==> src/rtl/hard_mem_arb_pkg.sv <==
// Shared types and sizes for the two-port arbiter in front of the 1024x46 1RW hard SRAM.
package hard_mem_arb_pkg;

    localparam int unsigned width_p      = 46;
    localparam int unsigned els_p        = 1024;
    localparam int unsigned addr_width_p = $clog2(els_p);

    typedef enum logic {eINIT, eRUN} arb_state_e;

    typedef struct packed {
        logic                    w;
        logic [addr_width_p-1:0] addr;
        logic [width_p-1:0]      data;
    } mem_req_s;

endpackage

==> src/rtl/hard_mem_arb_resp_slot.sv <==
// Per-port read response slot: tracks the in-flight read, captures SRAM data
// one cycle after accept and holds it under a valid/yumi handshake.
module hard_mem_arb_resp_slot
    import hard_mem_arb_pkg::*;
(
    input  logic               clk_i,
    input  logic               reset_n_i,
    input  logic               accept_i,
    input  logic [width_p-1:0] mem_data_i,
    input  logic               yumi_i,
    output logic               v_o,
    output logic [width_p-1:0] data_o,
    output logic               eligible_o
);

    logic pend_q;

    // A pending read always lands in an empty slot: the accept required the slot
    // to be empty or draining in that same cycle.
    always_ff @(posedge clk_i or negedge reset_n_i) begin
        if (!reset_n_i) begin
            pend_q <= 1'b0;
            v_o    <= 1'b0;
            data_o <= '0;
        end else begin
            pend_q <= accept_i;
            if (pend_q) begin
                v_o    <= 1'b1;
                data_o <= mem_data_i;
            end else if (yumi_i) begin
                v_o    <= 1'b0;
            end
        end
    end

    assign eligible_o = !pend_q && (!v_o || yumi_i);

endmodule

==> src/rtl/hard_mem_1rw_d1024_w46_arb.sv <==
// Round-robin two-port arbiter onto a single 1RW 1024x46 SRAM with registered read responses.
// Define HARD_MEM_ARB_ZERO_INIT_EN to zero-fill the memory after reset before accepting requests.
module hard_mem_1rw_d1024_w46_arb
    import hard_mem_arb_pkg::*;
(
    input  logic                    clk_i,
    input  logic                    reset_n_i,

    input  logic                    p0_v_i,
    input  logic                    p0_w_i,
    input  logic [addr_width_p-1:0] p0_addr_i,
    input  logic [width_p-1:0]      p0_data_i,
    output logic                    p0_yumi_o,
    output logic                    p0_v_o,
    output logic [width_p-1:0]      p0_data_o,
    input  logic                    p0_yumi_i,

    input  logic                    p1_v_i,
    input  logic                    p1_w_i,
    input  logic [addr_width_p-1:0] p1_addr_i,
    input  logic [width_p-1:0]      p1_data_i,
    output logic                    p1_yumi_o,
    output logic                    p1_v_o,
    output logic [width_p-1:0]      p1_data_o,
    input  logic                    p1_yumi_i,

    output logic                    mem_v_o,
    output logic                    mem_w_o,
    output logic [addr_width_p-1:0] mem_addr_o,
    output logic [width_p-1:0]      mem_data_o,
    input  logic [width_p-1:0]      mem_data_i,

    output logic                    init_done_o
);

    mem_req_s                req0_c, req1_c, mem_req_c;
    logic                    run_c, init_wr_c;
    logic [addr_width_p-1:0] init_addr_c;
    logic                    elig0_c, elig1_c;
    logic                    req0_v_c, req1_v_c;
    logic                    gnt0_c, gnt1_c;
    logic                    rr_last_q;

`ifdef HARD_MEM_ARB_ZERO_INIT_EN
    arb_state_e              state_q, state_n;
    logic [addr_width_p-1:0] cnt_q, cnt_n;

    always_ff @(posedge clk_i or negedge reset_n_i) begin
        if (!reset_n_i) begin
            state_q <= eINIT;
            cnt_q   <= '0;
        end else begin
            state_q <= state_n;
            cnt_q   <= cnt_n;
        end
    end

    // Sweep every address once with a zero write, then hand the memory to the ports.
    always_comb begin
        state_n = state_q;
        cnt_n   = cnt_q;
        if (state_q == eINIT) begin
            cnt_n = cnt_q + addr_width_p'(1);
            if (cnt_q == addr_width_p'(els_p - 1)) begin
                state_n = eRUN;
            end
        end
    end

    assign run_c       = (state_q == eRUN);
    assign init_wr_c   = (state_q == eINIT) && reset_n_i;
    assign init_addr_c = cnt_q;
`else
    assign run_c       = reset_n_i;
    assign init_wr_c   = 1'b0;
    assign init_addr_c = '0;
`endif

    assign req0_c = {p0_w_i, p0_addr_i, p0_data_i};
    assign req1_c = {p1_w_i, p1_addr_i, p1_data_i};

    // Writes never need a response slot, so only reads are gated by eligibility.
    assign req0_v_c = p0_v_i && (p0_w_i || elig0_c);
    assign req1_v_c = p1_v_i && (p1_w_i || elig1_c);

    assign gnt0_c = run_c && req0_v_c && (!req1_v_c ||  rr_last_q);
    assign gnt1_c = run_c && req1_v_c && (!req0_v_c || !rr_last_q);

    assign p0_yumi_o   = gnt0_c;
    assign p1_yumi_o   = gnt1_c;
    assign init_done_o = run_c;

    always_ff @(posedge clk_i or negedge reset_n_i) begin
        if (!reset_n_i) begin
            rr_last_q <= 1'b1;
        end else if (gnt0_c || gnt1_c) begin
            rr_last_q <= gnt1_c;
        end
    end

    always_comb begin
        mem_req_c = '0;
        mem_v_o   = 1'b0;
        if (init_wr_c) begin
            mem_v_o        = 1'b1;
            mem_req_c.w    = 1'b1;
            mem_req_c.addr = init_addr_c;
        end else if (gnt0_c) begin
            mem_v_o   = 1'b1;
            mem_req_c = req0_c;
        end else if (gnt1_c) begin
            mem_v_o   = 1'b1;
            mem_req_c = req1_c;
        end
    end

    assign mem_w_o    = mem_req_c.w;
    assign mem_addr_o = mem_req_c.addr;
    assign mem_data_o = mem_req_c.data;

    hard_mem_arb_resp_slot u_slot0 (
        .clk_i      (clk_i),
        .reset_n_i  (reset_n_i),
        .accept_i   (gnt0_c && !p0_w_i),
        .mem_data_i (mem_data_i),
        .yumi_i     (p0_yumi_i),
        .v_o        (p0_v_o),
        .data_o     (p0_data_o),
        .eligible_o (elig0_c)
    );

    hard_mem_arb_resp_slot u_slot1 (
        .clk_i      (clk_i),
        .reset_n_i  (reset_n_i),
        .accept_i   (gnt1_c && !p1_w_i),
        .mem_data_i (mem_data_i),
        .yumi_i     (p1_yumi_i),
        .v_o        (p1_v_o),
        .data_o     (p1_data_o),
        .eligible_o (elig1_c)
    );

endmodule

==> config.mk <==
export PLATFORM = sky130hd
export DESIGN_NAME = hard_mem_1rw_d1024_w46_arb
export DESIGN_NICKNAME = d
export VERILOG_FILES = /design/src/rtl/hard_mem_arb_pkg.sv /design/src/rtl/hard_mem_arb_resp_slot.sv /design/src/rtl/hard_mem_1rw_d1024_w46_arb.sv
export SDC_FILE = /design/constraint.sdc
export NUM_CORES = 1
export LEC_CHECK = 0
export ABC_CLOCK_PERIOD_IN_PS = 2050
export CAP_MARGIN = 10
export CORE_AREA = 2 2 125 127
export CTS_CLUSTER_SIZE = 30
export DETAILED_ROUTE_END_ITERATION = 10
export DIE_AREA = 0 0 127 129
export PLACE_DENSITY = 0.76
export SETUP_SLACK_MARGIN = 0.05
export SLEW_MARGIN = 20
export SYNTH_ARGS = -nofsm -noshare
export SYNTH_HDL_FRONTEND = slang
export SYNTH_SLANG_ARGS = --single-unit
==> constraint.sdc <==
create_clock -name clk_i -period 2.05 [get_ports clk_i]
set_input_delay 0.41 -clock clk_i [delete_from_list [all_inputs] [get_ports clk_i]]
set_output_delay 0.41 -clock clk_i [all_outputs]
set_load 0.05 [all_outputs]
After elaboration in Yosys (flattened, before gate mapping)
Index checks and enable logic that the tools add are counted.
{"block": "word_totals", "register_bits": 97, "inputBits": 166, "out_inout_bits": 155, "word_cells": 43}
{"block": "classes", "muxes": 8, "n_reduce_logical": 28}
{"operator": "2-to-1 mux 57 bit", "n": 2}
{"operator": "logical AND 1 bit", "n": 10}
{"operator": "logical NOT 1 bit", "n": 9}
{"operator": "logical OR 1 bit", "n": 7}
{"operator": "2-to-1 mux 1 bit", "n": 6}
{"operator": "nonzero test 2 bit", "n": 2}

Depth between registers and ports, before layout
Gate-level depths: netlist of run 1.
{"block": "logic_depth", "ltp_word": 10, "ltp_mapped": 6, "mapped_depth_nobuf": 4}

Cells and area by module
From an unflattened synthesis of run 1, not the netlist that was laid out.
{"block": "unflattened", "hier_cells": 293, "hier_area_um2": 4441.8}
{"mod": "hard_mem_arb_resp_slot", "instances": 2, "cells_each": 102, "area_each_um2": 1846.8, "seq_area_each_um2": 1201.2}
{"mod": "hard_mem_1rw_d1024_w46_arb", "instances": 1, "cells_each": 89, "area_each_um2": 748.2, "seq_area_each_um2": 26.3}

Worst setup path before layout of run 1
OpenSTA, ideal clock, no wires.
{"block": "synth_timing", "kind": "reg2out", "start": "register u_slot1.v_o", "end": "output mem_addr_o[1]", "arrival_ps": 2342, "required_time_ps": 1640, "slack_ps": -702, "path_stages_with_launch": 7, "n_path_buf": 2, "path_cell_list": "dfrtp_1 or3b_1 nand4b_1 nand3_1 buf_2 buf_2 o22ai_1"}
{"block": "synth_between", "elab_chain_cells": 9, "word_cells_on_any_way": 12, "classes_between": "2 x mux; 10 x reduce/logical"}
{"element": "from (decl)", "line_no": "hard_mem_arb_resp_slot.sv:11", "rtl": "output logic v_o,"}
{"element": "from (signal assigned)", "line_no": "hard_mem_arb_resp_slot.sv:23", "rtl": "v_o <= 1'b0;"}
{"element": "from (signal assigned)", "line_no": "hard_mem_arb_resp_slot.sv:28", "rtl": "v_o <= 1'b1;"}
{"element": "from (signal assigned)", "line_no": "hard_mem_arb_resp_slot.sv:31", "rtl": "v_o <= 1'b0;"}
{"element": "logical NOT 1 bit (*)", "line_no": "hard_mem_arb_resp_slot.sv:36", "rtl": "assign eligible_o = !pend_q && (!v_o || yumi_i);"}
{"element": "logical OR 1 bit (*)", "line_no": "hard_mem_arb_resp_slot.sv:36"}
{"element": "logical AND 1 bit (*)", "line_no": "hard_mem_arb_resp_slot.sv:36"}
{"element": "logical OR 1 bit (*)", "line_no": "hard_mem_1rw_d1024_w46_arb.sv:84", "rtl": "assign req1_v_c = p1_v_i && (p1_w_i || elig1_c);"}
{"element": "logical AND 1 bit (*)", "line_no": "hard_mem_1rw_d1024_w46_arb.sv:84"}
{"element": "logical AND 1 bit or logical NOT 1 bit (tied branches)", "line_no": "hard_mem_1rw_d1024_w46_arb.sv:87, hard_mem_1rw_d1024_w46_arb.sv:86"}
{"element": "logical AND 1 bit or logical OR 1 bit (tied branches)", "line_no": "hard_mem_1rw_d1024_w46_arb.sv:87, hard_mem_1rw_d1024_w46_arb.sv:86"}
{"element": "2-to-1 mux 57 bit or logical AND 1 bit (tied branches)", "line_no": "hard_mem_1rw_d1024_w46_arb.sv:111, hard_mem_1rw_d1024_w46_arb.sv:86"}
{"element": "2-to-1 mux 57 bit (*)", "line_no": "hard_mem_1rw_d1024_w46_arb.sv:108", "rtl": "end else if (gnt0_c) begin"}
{"element": "to (decl)", "line_no": "hard_mem_1rw_d1024_w46_arb.sv:29", "rtl": "output logic [addr_width_p-1:0] mem_addr_o,"}
Every way passes the cells marked *; elsewhere a longest branch is shown, timed or not.

Worst setup path in the final report of run 1
{"block": "layout_timing", "start": "register u_slot0.v_o", "end": "output mem_data_o[22]"}
{"block": "layout_between", "elab_chain_cells": 10, "word_cells_on_any_way": 12, "classes_between": "2 x mux; 10 x reduce/logical"}
{"element": "from (decl)", "line_no": "hard_mem_arb_resp_slot.sv:11"}
{"element": "from (signal assigned)", "line_no": "hard_mem_arb_resp_slot.sv:23"}
{"element": "from (signal assigned)", "line_no": "hard_mem_arb_resp_slot.sv:28"}
{"element": "from (signal assigned)", "line_no": "hard_mem_arb_resp_slot.sv:31"}
{"element": "logical NOT 1 bit (*)", "line_no": "hard_mem_arb_resp_slot.sv:36"}
{"element": "logical OR 1 bit (*)", "line_no": "hard_mem_arb_resp_slot.sv:36"}
{"element": "logical AND 1 bit (*)", "line_no": "hard_mem_arb_resp_slot.sv:36"}
{"element": "logical OR 1 bit (*)", "line_no": "hard_mem_1rw_d1024_w46_arb.sv:83", "rtl": "assign req0_v_c = p0_v_i && (p0_w_i || elig0_c);"}
{"element": "logical AND 1 bit (*)", "line_no": "hard_mem_1rw_d1024_w46_arb.sv:83"}
{"element": "logical NOT 1 bit", "line_no": "hard_mem_1rw_d1024_w46_arb.sv:87", "rtl": "assign gnt1_c = run_c && req1_v_c && (!req0_v_c || !rr_last_q);"}
{"element": "logical OR 1 bit", "line_no": "hard_mem_1rw_d1024_w46_arb.sv:87"}
{"element": "logical AND 1 bit", "line_no": "hard_mem_1rw_d1024_w46_arb.sv:87"}
{"element": "2-to-1 mux 57 bit", "line_no": "hard_mem_1rw_d1024_w46_arb.sv:111", "rtl": "end else if (gnt1_c) begin"}
{"element": "2-to-1 mux 57 bit (*)", "line_no": "hard_mem_1rw_d1024_w46_arb.sv:108"}
{"element": "to (decl)", "line_no": "hard_mem_1rw_d1024_w46_arb.sv:30", "rtl": "output logic [width_p-1:0] mem_data_o,"}
Marked as above.

==> impl_results.rst, run 1 <==
.. list-table::
   :header-rows: 1

   * - Metric
     - Value
   * - Number of global-route vias before repair
     - 5,136
   * - Routability cong.
     - roughly 0.9
   * - Ranking of synthesized cells by area
     - sky130_fd_sc_hd__dfrtp_1 (51%), sky130_fd_sc_hd__mux2_2 (22%), sky130_fd_sc_hd__nand2_1 (9.0%)
   * - Leading cell types by count after synthesis
     - sky130_fd_sc_hd__nand2_1 (113), sky130_fd_sc_hd__dfrtp_1 (96), sky130_fd_sc_hd__mux2_2 (92)
   * - Cell-internal power
     - 5.93 mW
   * - Standby leakage power
     - 4.09 nW
   * - Critical Path Start Type
     - flip-flop
   * - Cell with the most instances after synthesis
     - sky130_fd_sc_hd__nand2_1
   * - Count of buffers inserted at the top-level ports
     - 320
   * - Number of detailed-route iterations in the first pass
     - 4
   * - Final setup skew
     - 0.00508 ns
   * - Global-route total usage across every layer
     - 0.234
   * - Full die area
     - about 0.016 sq mm
   * - TritonCTS sink count
     - between 90 and 100
   * - First-pass GRT wire length
     - 29.4 mm
   * - Max-cap violations
     - 0
   * - Net Count, Synth
     - roughly 590
   * - Critical path origin
     - u_slot0.v_o$_DFFE_PN0P_
   * - Unrepaired setup endpoints after global routing
     - yes
   * - Setup slack on the worst flop-to-flop path
     - 0.30 ns
   * - Final number of max-transition violations
     - 0
   * - Worst Slack Setup Final
     - -0.410 ns
   * - Headroom to the max-slew limit
     - 0.530
   * - Fraction of registers with async set/reset
     - 1.00
   * - Top achievable clock speed
     - 0.407 GHz
   * - Largest buffer count on any clock path
     - 2
   * - Setup violators final
     - 59
   * - Number of cells on the worst reg-to-reg path
     - 7
   * - Fraction of power spent switching nets
     - 0.436
   * - Switching component of the power
     - 4.59 mW
   * - Hold WS
     - roughly 0.11 ns
   * - Mean post-synth cell area
     - between 10 and 15 sq um
   * - Via-per-instance ratio
     - 4.96
   * - Net total in the final layout
     - 930
   * - H-Tree Level Count
     - 3
   * - Worst-path clk slew
     - approximately 0.070 ns
   * - Critical path endpoint category
     - output pin
   * - Power density normalized to cell area
     - 1010 mW/mm^2
   * - Clock insertion delay at the later pin of the skew report
     - roughly 0.35 ns
   * - Die H
     - 129 um
   * - Data required time of the worst path
     - between 1.5 and 2 ns
   * - Grt ovf
     - 0
   * - Post-layout total power
     - around 11 mW
   * - Number of register bits inferred by synthesis
     - 97
   * - Portion of synthesized cell area occupied by the leading cell type
     - 0.511
   * - Width of the die
     - roughly 130 um
   * - Largest net degree at the start of global routing
     - 59
   * - Layout cells sized above 1
     - 0.384
   * - Worst min-delay path class
     - input port to async pin
   * - Wire length after detailed routing
     - 19.9 mm
   * - Number of enable flip-flop cells after synthesis
     - 0
   * - Post-route DRC
     - 0
   * - Failing checks
     - setup timing
   * - Number of antenna violations at the first check in global routing
     - 2
   * - Combinational share of power
     - 0.570
   * - Fin crit share
     - 1.20
   * - Area of the core
     - 0.0150 sq mm
   * - Number of clock buffers inserted by TritonCTS
     - 9
   * - CTS Root Cell
     - sky130_fd_sc_hd__clkbuf_16
   * - Worst r2r dst
     - u_slot0.pend_q$_DFF_PN0_
   * - Crit Reg-Reg Startpoint
     - u_slot1.v_o$_DFFE_PN0P_
   * - Largest fanout of any net on the critical path
     - 7
   * - Worst-margin pin slew
     - 0.705 ns
   * - Layout-stage area growth over the synthesis result
     - 121%
   * - Number of antenna cells inserted
     - 0
   * - Max IR drop VDD
     - 0.811 mV
   * - Status
     - finished with violations
   * - Sequential Power Share
     - 0.261
   * - Number of warnings printed during yosys synthesis
     - 0
   * - Cell area after technology mapping
     - 0.00470 sq mm
   * - Distinct cell type count after synthesis
     - 28
   * - Number of top-level pins
     - between 300 and 400
   * - Primary flip-flop cell chosen by synthesis mapping
     - sky130_fd_sc_hd__dfrtp_1
   * - Per-cell routed wire length
     - between 20 and 25 um
   * - Final Hold Vio Count
     - 0
   * - Cell type contributing the most total cell area after synthesis
     - sky130_fd_sc_hd__dfrtp_1
   * - Total number of placement rows
     - 45
   * - Fraction of power consumed by the clock network
     - 0.169
   * - Detailed Route Iter0 Violations
     - 196
   * - Vias
     - between 4,000 and 5,000
   * - Detail Placement HPWL
     - 14.2 mm
   * - Synthesized netlist cell count
     - 420
   * - Tmin final
     - 2.46 ns
   * - TritonCTS clock tree
     - done
   * - Number of antenna-violating nets in the routed design
     - 0
   * - Arrival time worst endpoint
     - 2.05 ns
   * - Destination of the critical timing path
     - mem_data_o[22]
   * - Fraction of the yosys area taken by sequential cells
     - 0.516
   * - Crit Path Category
     - flip-flop to output pin
   * - Starting density of the core
     - 0.314
flip-flops by register name, summed over array words and instances, names as in the netlist:
name and cells:
u_slot1.v_o 1, rr_last_q 1, u_slot0.v_o 1, u_slot1.data_o 46, u_slot0.data_o 46, u_slot0.pend_q 1, u_slot1.pend_q 1
how the worst min path moves through the flow:
| stage | to | slack (ns) | depth (start not counted) | startpoint |
|---|---|---|---|---|
| 6_report | u_slot0.data_o[10]$_DFFE_PN0P_ | 0.11 | 2 | reset_n_i |
| 3_5_place_dp | u_slot0.data_o[34]$_DFFE_PN0P_ | 0.26 | 1 | reset_n_i |
| 4_1_cts | u_slot1.v_o$_DFFE_PN0P_ | 0.09 | 2 | reset_n_i |
| 3_3_place_gp | u_slot1.data_o[34]$_DFFE_PN0P_ | 0.26 | 1 | reset_n_i |
| 2_1_floorplan | u_slot0.data_o[0]$_DFFE_PN0P_ | 0.11 | 0 | reset_n_i |
| 5_1_grt | u_slot1.v_o$_DFFE_PN0P_ | 0.11 | 2 | reset_n_i |
cell usage in the layout, fill, tap and decap left out, types with 2 or more instances in the layout:
cell type	Yosys	final
sky130_fd_sc_hd__inv_6	0	2
sky130_fd_sc_hd__buf_12	0	72
sky130_fd_sc_hd__o22ai_4	0	56
sky130_fd_sc_hd__nand2b_1	2	2
sky130_fd_sc_hd__mux2_2	92	92
sky130_fd_sc_hd__nor2_4	0	2
sky130_fd_sc_hd__dfrtp_2	0	4
sky130_fd_sc_hd__clkbuf_16	0	11
sky130_fd_sc_hd__nand2_1	113	113
sky130_fd_sc_hd__inv_1	2	2
sky130_fd_sc_hd__buf_8	0	2
sky130_fd_sc_hd__dfrtp_1	96	92
sky130_fd_sc_hd__buf_4	1	22
sky130_fd_sc_hd__buf_16	0	8
sky130_fd_sc_hd__nor3_1	3	2
sky130_fd_sc_hd__buf_6	3	7
sky130_fd_sc_hd__dlygate4sd2_1	0	4
sky130_fd_sc_hd__nand3_4	0	2
sky130_fd_sc_hd__clkdlybuf4s50_1	0	247
sky130_fd_sc_hd__dlymetal6s2s_1	0	4
sky130_fd_sc_hd__nor2_1	5	2
power by group through the flow:
| stage | registers (mW) | logic, mW | clock network [mW] |
|---|---|---|---|
| 6_report | 2.75 | 6.00 | 1.77 |
| 5_1_grt | 2.82 | 6.17 | 1.91 |
| 4_1_cts | 2.75 | 6.01 | 1.84 |
| 3_5_place_dp | 2.78 | 5.67 | 0 |
| 3_3_place_gp | 2.74 | 5.60 | 0 |
| 2_1_floorplan | 4.66 | 1.53 | 0 |
critical path, cell delays in order, from the launching register on:
cell and delay (ns):
sky130_fd_sc_hd__dfrtp_2 0.36, sky130_fd_sc_hd__or3b_4 0.38, sky130_fd_sc_hd__o2111ai_4 0.10, sky130_fd_sc_hd__nand3_4 0.14
sky130_fd_sc_hd__buf_12 0.18, sky130_fd_sc_hd__buf_12 0.16, sky130_fd_sc_hd__o22ai_4 0.21, sky130_fd_sc_hd__buf_12 0.16
metrics by stage:
| stage | setup TNS, ns | area, sq um | utilization | instances | setup WS (ns) |
|---|---|---|---|---|---|
| finish | -21.10 | 10400 | 0.694 | 957 | -0.410 |
| CTS | -22.83 | 10400 | 0.691 | 956 | -0.464 |
| floorplan | -8.12 | 5400 | - | 420 | -0.177 |
| detailed placement | -28.41 | 9470 | 0.633 | 916 | -0.518 |
| global route | -25.20 | 10400 | 0.694 | 957 | -0.476 |
| global placement | -25.95 | 9470 | 0.633 | 916 | -0.475 |
logic make-up after synthesis:
logic type,count (synthesis),share of synthesized area
simple gates,130,0.111
flops,97,0.516
mux,92,0.220
compound gates,63,0.113
buf+inv,38,0.0386
layout make-up:
cell class / instances / area [sq um]
Clock buffer: 10 / 239
Clock inverter: 6 / 83.8
Multi-Input combinational cell: 285 / 2840
Tap cell: 188 / 235
Timing Repair Buffer: 369 / 4550
Inverter: 2 / 7.51
Fill cell: 1015 / 4580
Sequential cell: 97 / 2430
metal layers:
metal | track usage | share of wire | vias up
li1 | - | - | 2158
met1 | 0.264 | 0.35 | 2343
met2 | 0.425 | 0.55 | 188
met3 | 0.0665 | 0.062 | 52
met4 | 0.0821 | 0.033 | 4
met5 | 0 | 0.0011 | -
repair_timing:
action | 4_1_cts | 5_1_grt
resized for setup | 42 | 14
pin swaps | 20 | 21
buffers inserted | 14 | 3
hold endpoints to repair | 4 | 0
endpoints found under the setup margin | 60 | 64
hold buffers | 1 | 0
gates cloned | 9 | 2
Note: power is estimated with default switching activity, not from simulation.
==> inputs of run 2 (changes only) <==
--- a/config.mk
+++ b/config.mk
@@ -8,6 +8,7 @@
 export ABC_CLOCK_PERIOD_IN_PS = 2050
 export CAP_MARGIN = 10
 export CORE_AREA = 2 2 125 127
+export CTS_CLUSTER_DIAMETER = 80
 export CTS_CLUSTER_SIZE = 30
 export DETAILED_ROUTE_END_ITERATION = 10
 export DIE_AREA = 0 0 127 129
==> results of run 2 <==
Same layout as run 1: the final DEF is identical, and so are final timing and power.
==> inputs of run 3 (changes only) <==
--- a/config.mk
+++ b/config.mk
@@ -5,7 +5,6 @@
 export SDC_FILE = /design/constraint.sdc
 export NUM_CORES = 1
 export LEC_CHECK = 0
-export ABC_CLOCK_PERIOD_IN_PS = 2050
 export CAP_MARGIN = 10
 export CORE_AREA = 2 2 125 127
 export CTS_CLUSTER_DIAMETER = 80
@@ -14,7 +13,7 @@
 export DIE_AREA = 0 0 127 129
 export PLACE_DENSITY = 0.76
 export SETUP_SLACK_MARGIN = 0.05
-export SLEW_MARGIN = 20
+export SLEW_MARGIN = 40
 export SYNTH_ARGS = -nofsm -noshare
 export SYNTH_HDL_FRONTEND = slang
 export SYNTH_SLANG_ARGS = --single-unit
==> results of run 3 <==
Same layout as run 1: the final DEF is identical, and so are final timing and power.
